## config.mk

```make
export PLATFORM = sky130hd
export DESIGN_NAME = addsub_responder
export DESIGN_NICKNAME = d
export VERILOG_FILES = /design/src/rtl/addsub_pkg.sv /design/src/rtl/addsub_rsp_fifo.sv /design/src/rtl/addsub_responder.sv
export SDC_FILE = /design/constraint.sdc
export NUM_CORES = 1
export LEC_CHECK = 0
export CAP_MARGIN = 5
export CORE_ASPECT_RATIO = 1.5
export CORE_MARGIN = 8
export CORE_UTILIZATION = 40
export DETAILED_ROUTE_END_ITERATION = 8
export PLACE_DENSITY = 0.66
export SLEW_MARGIN = 0
export SYNTH_ARGS = -nofsm -noshare
export SYNTH_HDL_FRONTEND = slang
export SYNTH_SLANG_ARGS = --single-unit
```

## constraint.sdc

```tcl
create_clock -name clk -period 8.55 [get_ports clk]
set_clock_uncertainty 0.2 [all_clocks]
set_input_delay 1.2825 -clock clk [delete_from_list [all_inputs] [get_ports clk]]
set_output_delay 1.2825 -clock clk [all_outputs]
set_load 0.01 [all_outputs]
```

## src/rtl/addsub_pkg.sv

```systemverilog
// Shared types and constants for the add/subtract responder.
// Op encodings, response record width and queue occupancy states.
package addsub_pkg;
  localparam logic OP_ADD = 1'b0;
  localparam logic OP_SUB = 1'b1;
  localparam int DATA_W = 8;
  // sum, cout, ovf, zero
  localparam int RSP_W = DATA_W + 3;
  typedef enum logic [1:0] {
    Q_EMPTY,
    Q_PARTIAL,
    Q_FULL
  } q_state_t;
endpackage

```

## src/rtl/addsub_rsp_fifo.sv

```systemverilog
// In-order response queue, DEPTH x W, synchronous active-high reset.
// Ports: clk, rst, push/din, pop/dout, count, full, empty.
module addsub_rsp_fifo
  import addsub_pkg::*;
#(
  parameter int W = RSP_W,
  parameter int DEPTH = 2,
  localparam int PW = (DEPTH > 1) ? $clog2(DEPTH) : 1,
  localparam int CW = $clog2(DEPTH + 1)
) (
  input  logic          clk,
  input  logic          rst,
  input  logic          push,
  input  logic [W-1:0]  din,
  input  logic          pop,
  output logic [W-1:0]  dout,
  output logic [CW-1:0] count,
  output logic          full,
  output logic          empty
);
  localparam logic [CW-1:0] CNT_FULL = CW'(DEPTH);

  logic [W-1:0]  mem [DEPTH];
  logic [PW-1:0] wr_ptr;
  logic [PW-1:0] rd_ptr;
  logic          do_push;
  logic          do_pop;
  q_state_t      state;

  always_comb begin
    state = Q_EMPTY;
    if (count == CNT_FULL)
      state = Q_FULL;
    else if (count != '0)
      state = Q_PARTIAL;
  end

  assign empty   = (state == Q_EMPTY);
  assign full    = (state == Q_FULL);
  assign do_push = push && !full;
  assign do_pop  = pop && !empty;
  assign dout    = mem[rd_ptr];

  // DEPTH is a power of 2, so pointers wrap naturally
  always_ff @(posedge clk) begin
    if (rst) begin
      wr_ptr <= '0;
      rd_ptr <= '0;
      count  <= '0;
      for (int i = 0; i < DEPTH; i++)
        mem[i] <= '0;
    end else begin
      if (do_push) begin
        mem[wr_ptr] <= din;
        wr_ptr <= wr_ptr + 1'b1;
      end
      if (do_pop)
        rd_ptr <= rd_ptr + 1'b1;
      unique case ({do_push, do_pop})
        2'b10:   count <= count + 1'b1;
        2'b01:   count <= count - 1'b1;
        default: count <= count;
      endcase
    end
  end
endmodule

```

## src/rtl/addsub_responder.sv

```systemverilog
// Valid/ready responder around an 8-bit add/subtract core.
// Ports: req_* in (valid/ready), rsp_* out (valid/ready), op_count.
module addsub_responder
  import addsub_pkg::*;
#(
  parameter int WIDTH = DATA_W,
  parameter int DEPTH = 2,
  parameter int CNTW  = 16
) (
  input  logic             clk,
  input  logic             rst,
  input  logic             req_valid,
  output logic             req_ready,
  input  logic [WIDTH-1:0] req_a,
  input  logic [WIDTH-1:0] req_b,
  input  logic             req_cin,
  input  logic             req_addsub,
  output logic             rsp_valid,
  input  logic             rsp_ready,
  output logic [WIDTH-1:0] rsp_sum,
  output logic             rsp_cout,
  output logic             rsp_ovf,
  output logic             rsp_zero,
  output logic [CNTW-1:0]  op_count
);
  localparam int RW = WIDTH + 3;
  localparam int CW = $clog2(DEPTH + 1);

  logic [WIDTH-1:0] b_x;
  logic             c_x;
  logic [WIDTH:0]   raw;
  logic             ovf;
  logic             zero;
  logic [RW-1:0]    rec;
  logic [RW-1:0]    head;
  logic [CW-1:0]    count;
  logic             full;
  logic             empty;
  logic             accept;
  logic             pop;

  // sub is a + ~b + ~cin, i.e. a - b - cin
  assign b_x = (req_addsub == OP_SUB) ? ~req_b : req_b;
  assign c_x = (req_addsub == OP_SUB) ? ~req_cin : req_cin;
  assign raw = {1'b0, req_a} + {1'b0, b_x}
             + {{WIDTH{1'b0}}, c_x};

  assign ovf  = (req_a[WIDTH-1] == b_x[WIDTH-1])
             && (raw[WIDTH-1] != req_a[WIDTH-1]);
  assign zero = (raw[WIDTH-1:0] == '0);
  assign rec  = {raw[WIDTH-1:0], raw[WIDTH], ovf, zero};

  // ready comes from registered occupancy only
  assign req_ready = (count < CW'(DEPTH));
  assign accept    = req_valid && req_ready && !full;
  assign rsp_valid = !empty;
  assign pop       = rsp_valid && rsp_ready;

  assign {rsp_sum, rsp_cout, rsp_ovf, rsp_zero} = head;

  addsub_rsp_fifo #(
    .W     (RW),
    .DEPTH (DEPTH)
  ) u_fifo (
    .clk   (clk),
    .rst   (rst),
    .push  (accept),
    .din   (rec),
    .pop   (pop),
    .dout  (head),
    .count (count),
    .full  (full),
    .empty (empty)
  );

  always_ff @(posedge clk) begin
    if (rst)
      op_count <= '0;
    else if (accept)
      op_count <= op_count + 1'b1;
  end
endmodule

```

-- Word level (Yosys, flattened, before mapping)
Memories as Yosys holds them, arrays and structs flattened. A register that Yosys moved wholly into a read port is not among the register bits.
Index checks and enable logic that the tools add are counted.
- ROM bits: 0
- bits in writable memories: 22
- bits of input ports: 22
- memories: 1
- latch bits: 0
- register bits after elaboration: 20
- word-level logic and storage cells: 49
- memories (memory ; depth ; bits a word ; read ports ; clocked after Yosys merged registers in ; wr ports ; RTL line ; source):
    u_fifo.mem ; 2 ; 11 ; 1 ; 1 ; 2 ; addsub_rsp_fifo.sv:23 ; logic [W-1:0] mem [DEPTH];
- muxes and demuxes: 15
- $lt $le $gt $ge: 1
- multiply operators: 0
- bitwise logic cells: 2
- add/sub/neg operators: 7
- divide/modulo/power cells: 0
- equality and inequality tests: 6
- reduce and logical (&&, ||, !) cells: 13
- shift operators: 0
- operators with widths (kind ; number):
    16-bit by 1-bit adder with 16-bit output, second input constant ; 1
    1-bit 2-to-1 mux ; 11
    11-bit 2-to-1 mux ; 1
    11-bit OR reduction ; 1
    8-bit by 8-bit adder with 9-bit output ; 1
    9-bit by 1-bit adder with 9-bit output ; 1
    8-bit logical NOT ; 1
    8-bit 2-to-1 mux ; 1
    8-bit inverter ; 1
    2-bit equality test, second input constant ; 3
    1-bit logical AND ; 6
    2-bit one-hot mux with 2 select lines ; 1
    2-bit nonzero test ; 2
    1-bit adder, second input constant ; 2
    2-bit by 1-bit adder with 2-bit output, second input constant ; 1
    2-bit by 1-bit equality test with 1-bit output, second input constant ; 1
    1-bit logical NOT ; 2
    2-bit logical NOT ; 1
    2-bit less-than comparator, second input constant ; 1
    2-bit 2-to-1 mux ; 1
    2-bit by 1-bit subtractor with 2-bit output, second input constant ; 1
    1-bit equality test ; 1
    1-bit inequality test ; 1
    1-bit inverter ; 1

-- Logic depth before layout (Yosys ltp)
- depth in word-level cells: 12
- mapped depth: 9
- mapped depth without buffers: 8

-- Cells and area by module
From an unflattened synthesis, not the netlist that was laid out.
- cells, all modules: 247
- area total of the unflattened synthesis: 2453.6 um^2
- by module, submodules not included (module ; area each (um^2) ; times used ; cells an instance):
    addsub_responder ; 1253.7 ; 1 ; 149
    addsub_rsp_fifo ; 1199.9 ; 1 ; 98

-- Least setup slack after synthesis
Ideal clock, no wire load.
- path kind: input to register
- from: in req_addsub
- to: mem u_fifo.mem[0][0] in the netlist's numbering, data pin
- required time: 8.087 ns
- cell stages on the path: 9
- slack: 4.816 ns
- library setup time: 0.263 ns
- data arrival time: 3.271 ns
- cell sequence: buf_2 -> xnor2_1 -> fa_1 -> fa_1 -> nand2b_1 -> a211oi_1 -> o32a_1 -> a21bo_1 -> nor4_1
- RTL lines (item ; RTL line ; source):
    start, declared ; addsub_responder.sv:17 ; input logic req_addsub,
    end, declared ; addsub_rsp_fifo.sv:23 ;

==> reports/metrics.csv <==
stage;metric;value;unit
status;status;completed;
drt;first_pass_iters;4;
cells_and_area;layout.cells.non_filler;346;
synth;syn_inst;223;
synth;synth_seq_cells;43;
drt;drt-met1-wl;1850;um
die;initial_core_util;0.405;
drt;dr_total_vias;1745;
placed_design;place_inst;338;
cts;clk_latency;0.29;ns
die;std_cell_rows;34;
setup_path;startpoint_type;primary input;
synth;syn_area;2310;sq um
placed_design;io_buffers;50;
drt;ant_nets;0;
grt;grt_max_degree;26;
drt;wl_met3;296;um
die;ios;51;
sta;setup_slack;4.30;ns
drt;top_layer;met4;
pwr;p_leak;1.12;nW
grt;grt_pass1_vias;1757;
cells_and_area;nNetsFinal;306;
cts;ctsRootBufferMaster;clkbuf_8;
setup_path;crit_path_top_delay_cell;clkdlybuf4s50_1;
cts;htree_levels;2;
sta;rsz0062_at_grt;false;
setup_path;r2r-start;u_fifo.count[1];
cts;cts_tree;built;
setup_path;crit_path_end;u_fifo.mem[1][0];
setup_path;crit_top_cell;fa_1;
setup_path;crit_fanout;9;
sta;setup_viol;0;
drt;vias_per_cell;5.04;
die;die_h;109;um
cts;path_clk_slew;0.08;ns
cells_and_area;mostFrequentLayoutCells;clkdlybuf4s50_1 (50), nor2_1 (40), edfxtp_1 (22);
cts;clockBufferDepth;2;
pwr;power_density;213;nW/um^2
drt;wl;4660;um
placed_design;dp_slack;3.99;ns
drt;drc;0;
placed_design;place_hpwl;3600;um
setup_path;rr_worst_depth;5;
setup_path;r2r_slack;6.02;ns
setup_path;path_class;in -> reg;
synth;synth_edf_count;22;
setup_path;worstPathCellList;clkdlybuf4s50_1, xnor2_1, fa_1, fa_1, nand2b_1, a211oi_1, o32a_1, a21bo_1, nor4_1;
sta;worst_pin_slew;1.11;ns
cells_and_area;n_antenna_cell;0;
grt;antenna_found_initial;0;
cts;cts_buffers;5;
die;core_area;5700;sq um
cells_and_area;fillers;557;
cells_and_area;layout_commonest_cell;clkdlybuf4s50_1;
synth;async_flop_share;0;
die;chipWidth;78.0;um
drt;wl_per_cell;13.5;um
sta;fin_crit_sh;0.497;
sta;hold_violations;0;
min_path;hp-class;reg -> reg;
sta;period_minus_slack;4.25;ns
drt;drt_first_iter_violations;42;
sta;finalSetupTns;0;ns
pwr;peakVddDrop;74.1;uV
sta;fmaxAchievable;235;MHz
setup_path;cp_data_arrival_time;4.08;ns
die;die_area;8510;sq um
setup_path;slowest_delay;0.76;ns
setup_path;setup.worst_path.start;req_addsub;
synth;synth-seq-area-share;0.468;
grt;grtUsageTotal;0.115;
cells_and_area;multi_input_area;1160;sq um
synth;syn_avg_cell_area;10.4;sq um
min_path;holdPathStages;2;
synth;syn-num-nets;256;
sta;slew_headroom;0.258;
cells_and_area;drive_gt1_frac;0.0949;
sta;slew_violations;0;
setup_path;end_kind;register;
grt;grt.overflow.total;0;
run;cap_viol_max_count;0;
synth;synthFlopType;edfxtp_1;
cts;clock_sinks;43;
placed_design;globalplace.congestion;0.750;
setup_path;cp.required;8.38;ns
drt;dr_wl_met2;2390;um
synth;ys_types;42;
synth;yosys_warnings;0;
cts;cts_hold_buf;0;
setup_path;r2r_end;u_fifo.mem[1][1];
cells_and_area;ff_latch_area;1080;sq um
cts;cts_setup_buffers;0;
grt;grt_pass1_wl;7940;um
cells_and_area;syn_to_final_growth;27.8;%
cts;cts_resized;0;
[final cells by class]
type                       count  share of cell area
clock buffer                   6              0.0250
clock inverter                 2             0.00381
timing repair buffer          50               0.169
tap                           72              0.0305
inverter                       7              0.0106
multi-input combinational    166               0.394
sequential                    43               0.366
[report_power, final]
part / internal (mW) / switching (mW)
clock: 0.0584 / 0.0656
combinational: 0.124 / 0.108
sequential: 0.252 / 0.0215
total: 0.434 / 0.195
[through the flow]
stage | power [mW] | hold WS [ns] | cell area, sq um | utilization
floorplan | 0.419 | 0.274 | 2310 | -
global placement | 0.510 | 0.284 | 2870 | 0.503
detailed placement | 0.512 | 0.286 | 2870 | 0.503
CTS | 0.639 | 0.298 | 2950 | 0.518
global route | 0.671 | 0.315 | 2950 | 0.518
finish | 0.629 | 0.296 | 2950 | 0.518
[synthesized netlist by cell type (all sizes together) (6+ instances only)]
master | n | share of area
a21oi | 9 | 0.020
dfxtp | 21 | 0.18
edfxtp | 22 | 0.29
ha | 9 | 0.049
inv | 7 | 0.014
mux2 | 11 | 0.054
nand2 | 12 | 0.020
nand3 | 6 | 0.013
nor2 | 40 | 0.065
xnor2 | 12 | 0.046
xor2 | 21 | 0.080
[worst min-delay path by stage]
stage	startpoint	endpoint	slack, ns
after floorplan	u_fifo.count[1]	u_fifo.count[1]	0.27
after global placement	op_count[1]	op_count[1]	0.28
after detailed placement	op_count[1]	op_count[1]	0.29
after CTS	op_count[1]	op_count[1]	0.30
after global routing	op_count[1]	op_count[1]	0.31
final	op_count[1]	op_count[1]	0.30
[per-layer routing]
layer  vias up  global-route usage
li1        874                   -
met1       819               0.113
met2        44               0.209
met3         8              0.0396
met4         0              0.0545
met5         -                   0
[registers in the layout (all words and copies together), names as in the netlist, named ones only]
name and count:
u_fifo.wr_ptr 1, u_fifo.mem 22, op_count 16, u_fifo.rd_ptr 1, u_fifo.count 2
[critical path: cells and delay by family]
kind | cells | cell delay [ns]
compound gates | 3 | 0.80
buf+inv | 1 | 0.76
simple gates | 2 | 0.22
xor+xnor | 1 | 0.17
fa+ha+maj | 2 | 0.85
[cells by family (layout without fill, tap and decap cells)]
kind of cell,count (synthesis),in the layout,share of synthesized area
AO/OA/AOI/OAI,25,25,0.0748
XOR/XNOR,33,33,0.125
adder cells (fa/ha/maj),11,11,0.0661
buffers and inverters,14,65,0.0276
flip-flops,43,43,0.468
multiplexers,11,11,0.0536
AND/OR/NAND/NOR,86,86,0.185
No activity file was read; power rests on OpenSTA's default activity.
